`src/rtl/alu_arb_pkg.sv`:
```
// rtl/alu_arb_pkg.sv - op codes, FSM encoding and helpers shared by the ALU share arbiter
// Purpose : common definitions for alu_share_arbiter and rr_pick.
// Contents: ALU op codes (OP_AND..OP_SLT, OP_ILL), FSM state enum, index-width helper.
package alu_arb_pkg;

  localparam logic [2:0] OP_AND = 3'b000;
  localparam logic [2:0] OP_OR  = 3'b001;
  localparam logic [2:0] OP_ADD = 3'b010;
  localparam logic [2:0] OP_SUB = 3'b011;
  localparam logic [2:0] OP_NOR = 3'b100;
  localparam logic [2:0] OP_XOR = 3'b101;
  localparam logic [2:0] OP_SLT = 3'b110;
  localparam logic [2:0] OP_ILL = 3'b111;

  typedef enum logic [1:0] {
    S_IDLE = 2'd0,
    S_EXEC = 2'd1,
    S_RESP = 2'd2
  } state_e;

  // Width of a requester index; never below 1 so a single-bit select stays legal.
  function automatic int idx_w(input int n);
    return (n > 1) ? $clog2(n) : 1;
  endfunction

endpackage

```
`src/rtl/rr_pick.sv`:
```
// rtl/rr_pick.sv - combinational round-robin picker for the ALU share arbiter
// Purpose : choose the first asserted request at or after ptr, wrapping at NUM_REQ.
// Ports   :
//   req   in  NUM_REQ  request vector
//   ptr   in  IW       highest-priority requester index this round
//   grant out NUM_REQ  one-hot grant (all zero when no request)
//   idx   out IW       index of the granted requester (0 when none)
//   any   out 1        at least one request asserted
module rr_pick
  import alu_arb_pkg::*;
#(
  parameter int NUM_REQ = 2,
  parameter int IW      = idx_w(NUM_REQ)
) (
  input  logic [NUM_REQ-1:0] req,
  input  logic [IW-1:0]      ptr,
  output logic [NUM_REQ-1:0] grant,
  output logic [IW-1:0]      idx,
  output logic               any
);

  always_comb begin
    int c;
    grant = '0;
    idx   = '0;
    any   = 1'b0;
    c     = 0;
    // Walk the requesters in priority order ptr, ptr+1, ... with wrap-around;
    // the first asserted one wins.
    for (int k = 0; k < NUM_REQ; k++) begin
      c = int'(ptr) + k;
      if (c >= NUM_REQ) c = c - NUM_REQ;
      if (!any && req[c]) begin
        any      = 1'b1;
        grant[c] = 1'b1;
        idx      = IW'(c);
      end
    end
  end

endmodule

```
`src/rtl/alu_share_arbiter.sv`:
```
// rtl/alu_share_arbiter.sv - shares one combinational ALU between NUM_REQ requesters
// Purpose : round-robin arbitration of {op,a,b} requests onto an external ALU,
//           returning a registered result per requester (IDLE -> EXEC -> RESP).
// Optional: macro ALU_ARB_OVF_EN adds resp_ovf (signed overflow for add/sub).
// Ports   :
//   clk, rst_n              clock (rising edge), asynchronous active-low reset
//   req_valid/req_ready     per-requester request handshake (ready is a one-cycle accept pulse)
//   req_op/req_a/req_b      packed per-requester op (3 bits) and operands (DW bits)
//   resp_valid/resp_ready   per-requester response handshake (valid is one-hot)
//   resp_result/zero/err    captured result, result==0 flag, illegal-op flag
//   resp_ovf                signed overflow flag (ALU_ARB_OVF_EN only)
//   alu_op/alu_a/alu_b      drive the external ALU (zero outside EXEC)
//   alu_result              combinational ALU output
//   busy                    transaction in progress (state != IDLE)
module alu_share_arbiter
  import alu_arb_pkg::*;
#(
  parameter int NUM_REQ = 2,
  parameter int DW      = 32
) (
  input  logic                  clk,
  input  logic                  rst_n,
  input  logic [NUM_REQ-1:0]    req_valid,
  output logic [NUM_REQ-1:0]    req_ready,
  input  logic [3*NUM_REQ-1:0]  req_op,
  input  logic [DW*NUM_REQ-1:0] req_a,
  input  logic [DW*NUM_REQ-1:0] req_b,
  output logic [NUM_REQ-1:0]    resp_valid,
  input  logic [NUM_REQ-1:0]    resp_ready,
  output logic [DW-1:0]         resp_result,
  output logic                  resp_zero,
  output logic                  resp_err,
`ifdef ALU_ARB_OVF_EN
  output logic                  resp_ovf,
`endif
  output logic [2:0]            alu_op,
  output logic [DW-1:0]         alu_a,
  output logic [DW-1:0]         alu_b,
  input  logic [DW-1:0]         alu_result,
  output logic                  busy
);

  localparam int IW = idx_w(NUM_REQ);

  state_e          state_q, state_d;
  logic [IW-1:0]   rr_ptr_q, rr_ptr_d;
  logic [IW-1:0]   win_q, win_d;
  logic [2:0]      op_q, op_d;
  logic [DW-1:0]   a_q, a_d;
  logic [DW-1:0]   b_q, b_d;
  logic [DW-1:0]   result_q, result_d;
  logic            zero_q, zero_d;
  logic            err_q, err_d;
`ifdef ALU_ARB_OVF_EN
  logic            ovf_q, ovf_d;
`endif

  logic [NUM_REQ-1:0] pick_grant;
  logic [IW-1:0]      pick_idx;
  logic               pick_any;

  rr_pick #(
    .NUM_REQ (NUM_REQ),
    .IW      (IW)
  ) u_pick (
    .req   (req_valid),
    .ptr   (rr_ptr_q),
    .grant (pick_grant),
    .idx   (pick_idx),
    .any   (pick_any)
  );

  // State and datapath registers. Reset discards any in-flight transaction.
  always_ff @(posedge clk or negedge rst_n) begin
    if (!rst_n) begin
      state_q  <= S_IDLE;
      rr_ptr_q <= '0;
      win_q    <= '0;
      op_q     <= '0;
      a_q      <= '0;
      b_q      <= '0;
      result_q <= '0;
      zero_q   <= 1'b0;
      err_q    <= 1'b0;
`ifdef ALU_ARB_OVF_EN
      ovf_q    <= 1'b0;
`endif
    end else begin
      state_q  <= state_d;
      rr_ptr_q <= rr_ptr_d;
      win_q    <= win_d;
      op_q     <= op_d;
      a_q      <= a_d;
      b_q      <= b_d;
      result_q <= result_d;
      zero_q   <= zero_d;
      err_q    <= err_d;
`ifdef ALU_ARB_OVF_EN
      ovf_q    <= ovf_d;
`endif
    end
  end

  // Next state and datapath capture.
  always_comb begin
    state_d  = state_q;
    rr_ptr_d = rr_ptr_q;
    win_d    = win_q;
    op_d     = op_q;
    a_d      = a_q;
    b_d      = b_q;
    result_d = result_q;
    zero_d   = zero_q;
    err_d    = err_q;
`ifdef ALU_ARB_OVF_EN
    ovf_d    = ovf_q;
`endif
    case (state_q)
      S_IDLE: begin
        if (pick_any) begin
          state_d = S_EXEC;
          win_d   = pick_idx;
          op_d    = req_op[3*int'(pick_idx) +: 3];
          a_d     = req_a[DW*int'(pick_idx) +: DW];
          b_d     = req_b[DW*int'(pick_idx) +: DW];
        end
      end
      S_EXEC: begin
        // An illegal op must not leak whatever the ALU produces for it.
        result_d = (op_q == OP_ILL) ? '0 : alu_result;
        zero_d   = (result_d == '0);
        err_d    = (op_q == OP_ILL);
`ifdef ALU_ARB_OVF_EN
        ovf_d = 1'b0;
        if (op_q == OP_ADD)
          ovf_d = (a_q[DW-1] == b_q[DW-1]) && (alu_result[DW-1] != a_q[DW-1]);
        else if (op_q == OP_SUB)
          ovf_d = (a_q[DW-1] != b_q[DW-1]) && (alu_result[DW-1] != a_q[DW-1]);
`endif
        state_d = S_RESP;
      end
      S_RESP: begin
        // Only the winner's resp_ready matters; priority moves past the winner.
        if (resp_ready[win_q]) begin
          state_d  = S_IDLE;
          rr_ptr_d = (win_q == IW'(NUM_REQ - 1)) ? '0 : win_q + IW'(1);
        end
      end
      default: state_d = S_IDLE;
    endcase
  end

  // Outputs decoded from the current state.
  always_comb begin
    req_ready   = '0;
    resp_valid  = '0;
    alu_op      = '0;
    alu_a       = '0;
    alu_b       = '0;
    busy        = (state_q != S_IDLE);
    resp_result = result_q;
    resp_zero   = zero_q;
    resp_err    = err_q;
`ifdef ALU_ARB_OVF_EN
    resp_ovf    = ovf_q;
`endif
    if (state_q == S_IDLE) req_ready = pick_grant;
    if (state_q == S_EXEC) begin
      alu_op = op_q;
      alu_a  = a_q;
      alu_b  = b_q;
    end
    for (int i = 0; i < NUM_REQ; i++)
      resp_valid[i] = (state_q == S_RESP) && (win_q == IW'(i));
  end

endmodule

```
`config.mk`:
```
export PLATFORM = sky130hd
export DESIGN_NAME = alu_share_arbiter
export DESIGN_NICKNAME = d
export VERILOG_FILES = /design/src/rtl/alu_arb_pkg.sv /design/src/rtl/rr_pick.sv /design/src/rtl/alu_share_arbiter.sv
export SDC_FILE = /design/constraint.sdc
export NUM_CORES = 1
export LEC_CHECK = 0
export CAP_MARGIN = 5
export CORE_MARGIN = 10
export CORE_UTILIZATION = 24
export CTS_BUF_LIST = sky130_fd_sc_hd__clkbuf_4 sky130_fd_sc_hd__clkbuf_8
export CTS_CLUSTER_SIZE = 10
export DETAILED_ROUTE_END_ITERATION = 10
export GPL_ROUTABILITY_DRIVEN = 0
export GPL_TIMING_DRIVEN = 0
export PLACE_DENSITY = 0.56
export SLEW_MARGIN = 20
export SYNTH_ARGS = -nofsm -noshare
export SYNTH_HDL_FRONTEND = slang
export SYNTH_SLANG_ARGS = --single-unit
```
`constraint.sdc`:
```
create_clock -name clk -period 1.76 [get_ports clk]
set_input_delay 0.528 -clock clk [delete_from_list [all_inputs] [get_ports clk]]
set_output_delay 0.528 -clock clk [all_outputs]
set_load 0.1 [all_outputs]
```
After elaboration in Yosys (flattened, before gate mapping)
Cells that the tools add are included.

Bits in registers: 105. Bits in latches: 0. Memory bits (writable): 0. Bits in read-only memories: 0. Input port bits: 172. Output and inout bits: 106. Logic and storage cells: 72. Memories: 0.

Add/subtract/negate cells: 4. Multiply operators: 1. Div/mod/pow operators: 0. Magnitude comparators: 7. Equal/unequal tests: 5. Shift-type cells: 3. Mux-type cells: 29. Bitwise gates (word level): 2. Reductions and logical operators: 12.

Operators with widths (number): $mux W32 (5); $shiftx A64 B7 Y32 (2); $ge A32 B1 Y1 const B (2); $lt A32 B3 Y1 const B (2); $ge A32 B3 Y1 const B (1); $logic_not A32 Y1 (1); $sub A32 B3 Y32 const B (1); $mux W1 (15); $mux W2 (5); $pmux W2 S3 (1); $reduce_and A2 Y1 (3); $shiftx A6 B4 Y3 (1); $logic_and A1 B1 Y1 (5); $ne A2 B2 Y1 const B (2); $eq A3 B3 Y1 const B (1); $mul A2 B1 Y3 const A (1); $mux W3 (1); $sub A1 B2 Y3 const B (1); $add A1 B1 Y2 const B (1); $demux W1 S1 (2); $eq A2 B1 Y1 const B (1); $eq A2 B2 Y1 const B (1); $ge A1 B2 Y1 const B (1); $logic_not A2 Y1 (1); other kinds (6) (6).

Logic depth before layout (Yosys ltp)
Depth in word-level cells: 11. Depth in mapped cells: 7. Gate-level depth less buffers: 4.

By module
A second synthesis with hierarchy kept.

Cell total of the unflattened synthesis: 482. Area, all modules: 5701.7 um^2.

By module, submodules not included: alu_share_arbiter (times used 1, cells an instance 477, area an instance 5669.2 um^2, sequential area each 2627.5 um^2); rr_pick (times used 1, cells an instance 5, area an instance 32.5 um^2, sequential area each 0.0 um^2).

Least setup slack after synthesis
No wires, ideal clock.

Path kind: reg-to-output. Start: reg state_q[1]. End: out req_ready[0]. Arrival: 3.358 ns. Data required time: 1.232 ns. Setup slack: -2.126 ns. Stages on the path, launching flop included: 4. Path buffers: 0. Path through: dfrtp_1 nor2_1 inv_1 a211oi_1.

Longest elaborated chain between the ends: 2.

RTL lines: start: declaration (line alu_share_arbiter.sv:45) `state_e state_q, state_d;`; start signal: assignment (line alu_share_arbiter.sv:89) `state_q <= state_d;`; $logic_not A2 Y1 (line alu_share_arbiter.sv:167) `if (state_q == S_IDLE) req_ready = pick_grant;`; $mux W2 (line alu_share_arbiter.sv:167); end: declaration (line alu_share_arbiter.sv:24) `output logic [NUM_REQ-1:0] req_ready,`.

Every way passes these cells.

Worst setup path in the final report
Start: reg state_q[1]. End: out alu_b[12].

Longest elaborated chain between the ends: 2.

RTL lines: $eq A2 B1 Y1 (line alu_share_arbiter.sv:168) `if (state_q == S_EXEC) begin`; $mux W32 (line alu_share_arbiter.sv:168); end: declaration (line alu_share_arbiter.sv:38) `output logic [DW-1:0] alu_b,`.

Every way passes these cells.

==> impl_metrics.yaml <==
critical_path:
  rr_worst_depth: 7
  slowest_delay_ns: 0.46
  worstPathRequired_ns: 1.23
  worstSetupPathType: "register to output port"
  cp_slowest_cell: "dfrtp_2"
  critPathMaxFanout: 10
  timing.rr.end: "a_q[25]"
  r2r_start: "rr_ptr_q"
  end_kind: "output port"
  critPathArrivalTime_ns: 1.73
  rrSetupSlack_ns: 0.10
  cp_cell_sequence: "nor2b_4, buf_12, buf_12, clkbuf_16, and2_4, buf_12"
  cpMostUsedCell: "buf_12"
  startpoint_type: "register"
sta:
  hold_viol_final: 0
  slew_violations: 0
  tightest_slew_ns: 0.510
  setup_violations: 72
  clock_skew_ns: 0.0145
  clock.fmax_mhz: 443
  holdWs_ns: 0.0691
  period_share: 1.28
  min_period_ns: 2.26
  rsz0062_at_grt: "yes"
  relSlewSlack: 0.660
  layout_setup_ws_ns: -0.498
clock_tree:
  clkLatencyLatePin_ns: 0.39
  cts.sink_count: 105
  cts_tree: "yes"
  htreeDepth: 3
  cts_buffers: 9
  hold_buffers: 0
  clk_path_buf_depth: 2
  clkTransAtPathRegs_ns: 0.12
  cts_root_buf: "clkbuf_8"
drt:
  post_drt_wl_per_cell_um: 19.6
  vias: 4759
  viasPerCell: 4.47
  drc: 0
  routed_wl_mm: 20.9
  ant_nets: 0
  drt_iter0_drc: 131
  dr.pass1.iters: 4
floorplan:
  die-area_um2: 27200
  core_region_area_um2: 20400
  rows: 52
  initial_core_util: 0.247
  die_x_um: 165
  io_pins: 278
  fp.dieH_um: 165
synth:
  ys_seq_area_frac: 0.522
  synth.most_common_cell: "dfrtp_1"
  synth_top_area_cell: "dfrtp_1"
  synth_nets: 652
  ys_top_cells_by_count: "dfrtp_1 (105), nor2_1 (71), a21oi_1 (68), and2_1 (68), mux2i_1 (67)"
  ys_ff_latch: 105
  synth_top_cells_by_area: "dfrtp_1 (52%), mux2i_1 (13%), and2_1 (8.4%)"
  netlist_instances: 480
  synthArstFlopShare: 1.00
  yosys.cell_types.count: 26
  yosysTopAreaCellShare: 0.522
  synth_edf_count: 0
  yosysWarnings: 0
  synth.cell_area_um2: 5040
  synth-main-ff-cell: "dfrtp_1"
  avgSynthCellArea_um2: 10.5
job:
  maxCapViolCount: 0
global_routing:
  track_usage: 0.149
  grt_antenna_before_repair: 0
  grt_max_degree: 55
  grt_pass1_vias: 5343
  grt_pass1_wl_mm: 31.6
  gr-total-overflow: 0
cells_and_area:
  nets: 961
  syn_to_final_growth_pct: 91.1
  fill_cells: 1888
  drive_gt1_frac: 0.327
  n_antenna_cell: 0
placed_design:
  port-buffer-count: 277
  dp.final_hpwl_mm: 16.1
  pre_cts_slack_ns: -1.86
outcome:
  violations: "setup timing"
  outcome: "finished, violations left"
hold_path:
  hold_class: "input port to async pin"
==> worst max-delay path: cells and delay by family (launching register included) <==
kind / cells / cell delay, ns
buffers and inverters: 4 / 0.59
AND/OR/NAND/NOR: 2 / 0.29
flip-flops: 1 / 0.46
==> sequential cells by signal (all words and copies together), names as in the netlist <==
register     count
resp_zero        1
a_q             32
b_q             32
win_q            1
resp_err         1
rr_ptr_q         1
state_q          2
op_q             3
resp_result     32
==> per-layer routing <==
metal,wire length [um],track usage,part of all wire,up-vias
met5,0,0,0,-
met3,1710,0.0508,0.082,21
met1,8430,0.177,0.40,2299
met2,10400,0.251,0.50,170
li1,-,-,-,2269
met4,304,0.0411,0.015,0
==> worst max path at each step <==
stage | startpoint | end | slack [ns] | cells after the start
after floorplan | state_q[1] | req_ready[0] | -0.72 | 3
after global placement | rst_n | a_q[9] | -3.96 | 1
after detailed placement | req_valid[0] | req_ready[1] | -1.86 | 8
after CTS | state_q[0] | alu_b[12] | -0.54 | 6
after global routing | state_q[0] | alu_b[12] | -0.60 | 6
final | state_q[1] | alu_b[12] | -0.50 | 6
==> area by class of cell <==
type	count	area [um2]	area share
flip-flops and latches	105	2630	0.273
well taps	270	338	0.0351
multi-input cells	334	2380	0.247
plain buffers	38	404	0.0420
clock buffers	9	124	0.0129
inverters	3	11.3	0.00117
repair buffers	298	3630	0.377
clock inverters	7	109	0.0113
==> stage by stage <==
stage | setup TNS (ns) | cell area (um2) | utilization | cells
final | -31.52 | 9620 | 0.471 | 1064
after CTS | -33.01 | 9520 | 0.466 | 1061
after floorplan | -2.47 | 5230 | - | 480
after global routing | -38.23 | 9620 | 0.471 | 1064
after global placement | -551.16 | 8340 | 0.408 | 1027
after detailed placement | -141.21 | 8370 | 0.410 | 1028
==> kinds of logic (layout without fill, tap and decap cells) <==
family | count (synthesis) | in the layout | share of synthesized area
flops | 105 | 105 | 0.522
mux | 68 | 68 | 0.135
simple gates | 157 | 157 | 0.159
buf+inv | 41 | 355 | 0.0504
compound gates | 109 | 109 | 0.134
==> placed cells by master, fill, tap and decap left out, types with 2 or more instances in the layout <==
master,count
nand2_1,3
a21oi_1,68
dfrtp_2,2
nor2_4,3
nand2b_1,2
nand4_1,2
o21ai_0,4
buf_4,34
inv_2,2
mux2i_1,66
buf_2,18
buf_12,76
and2_4,67
clkbuf_1,2
clkbuf_8,9
buf_6,5
clkdlybuf4s50_1,168
inv_8,2
bufinv_16,2
clkbuf_4,21
nor4_1,8
dfrtp_1,103
clkinv_4,2
o21a_1,2
clkbuf_16,8
nor2_1,68
a22o_1,32
==> timing repair <==
item / CTS / global route
setup buffers: 14 / 3
setup endpoints to repair: 174 / 150
gates resized for setup: 865 / 31
pin swaps: 18 / 3
gates cloned: 3 / 0
Power is left out: the tool's default activity adds up to more than one toggle a clock period on the data nets, which glitch-free logic cannot reach.
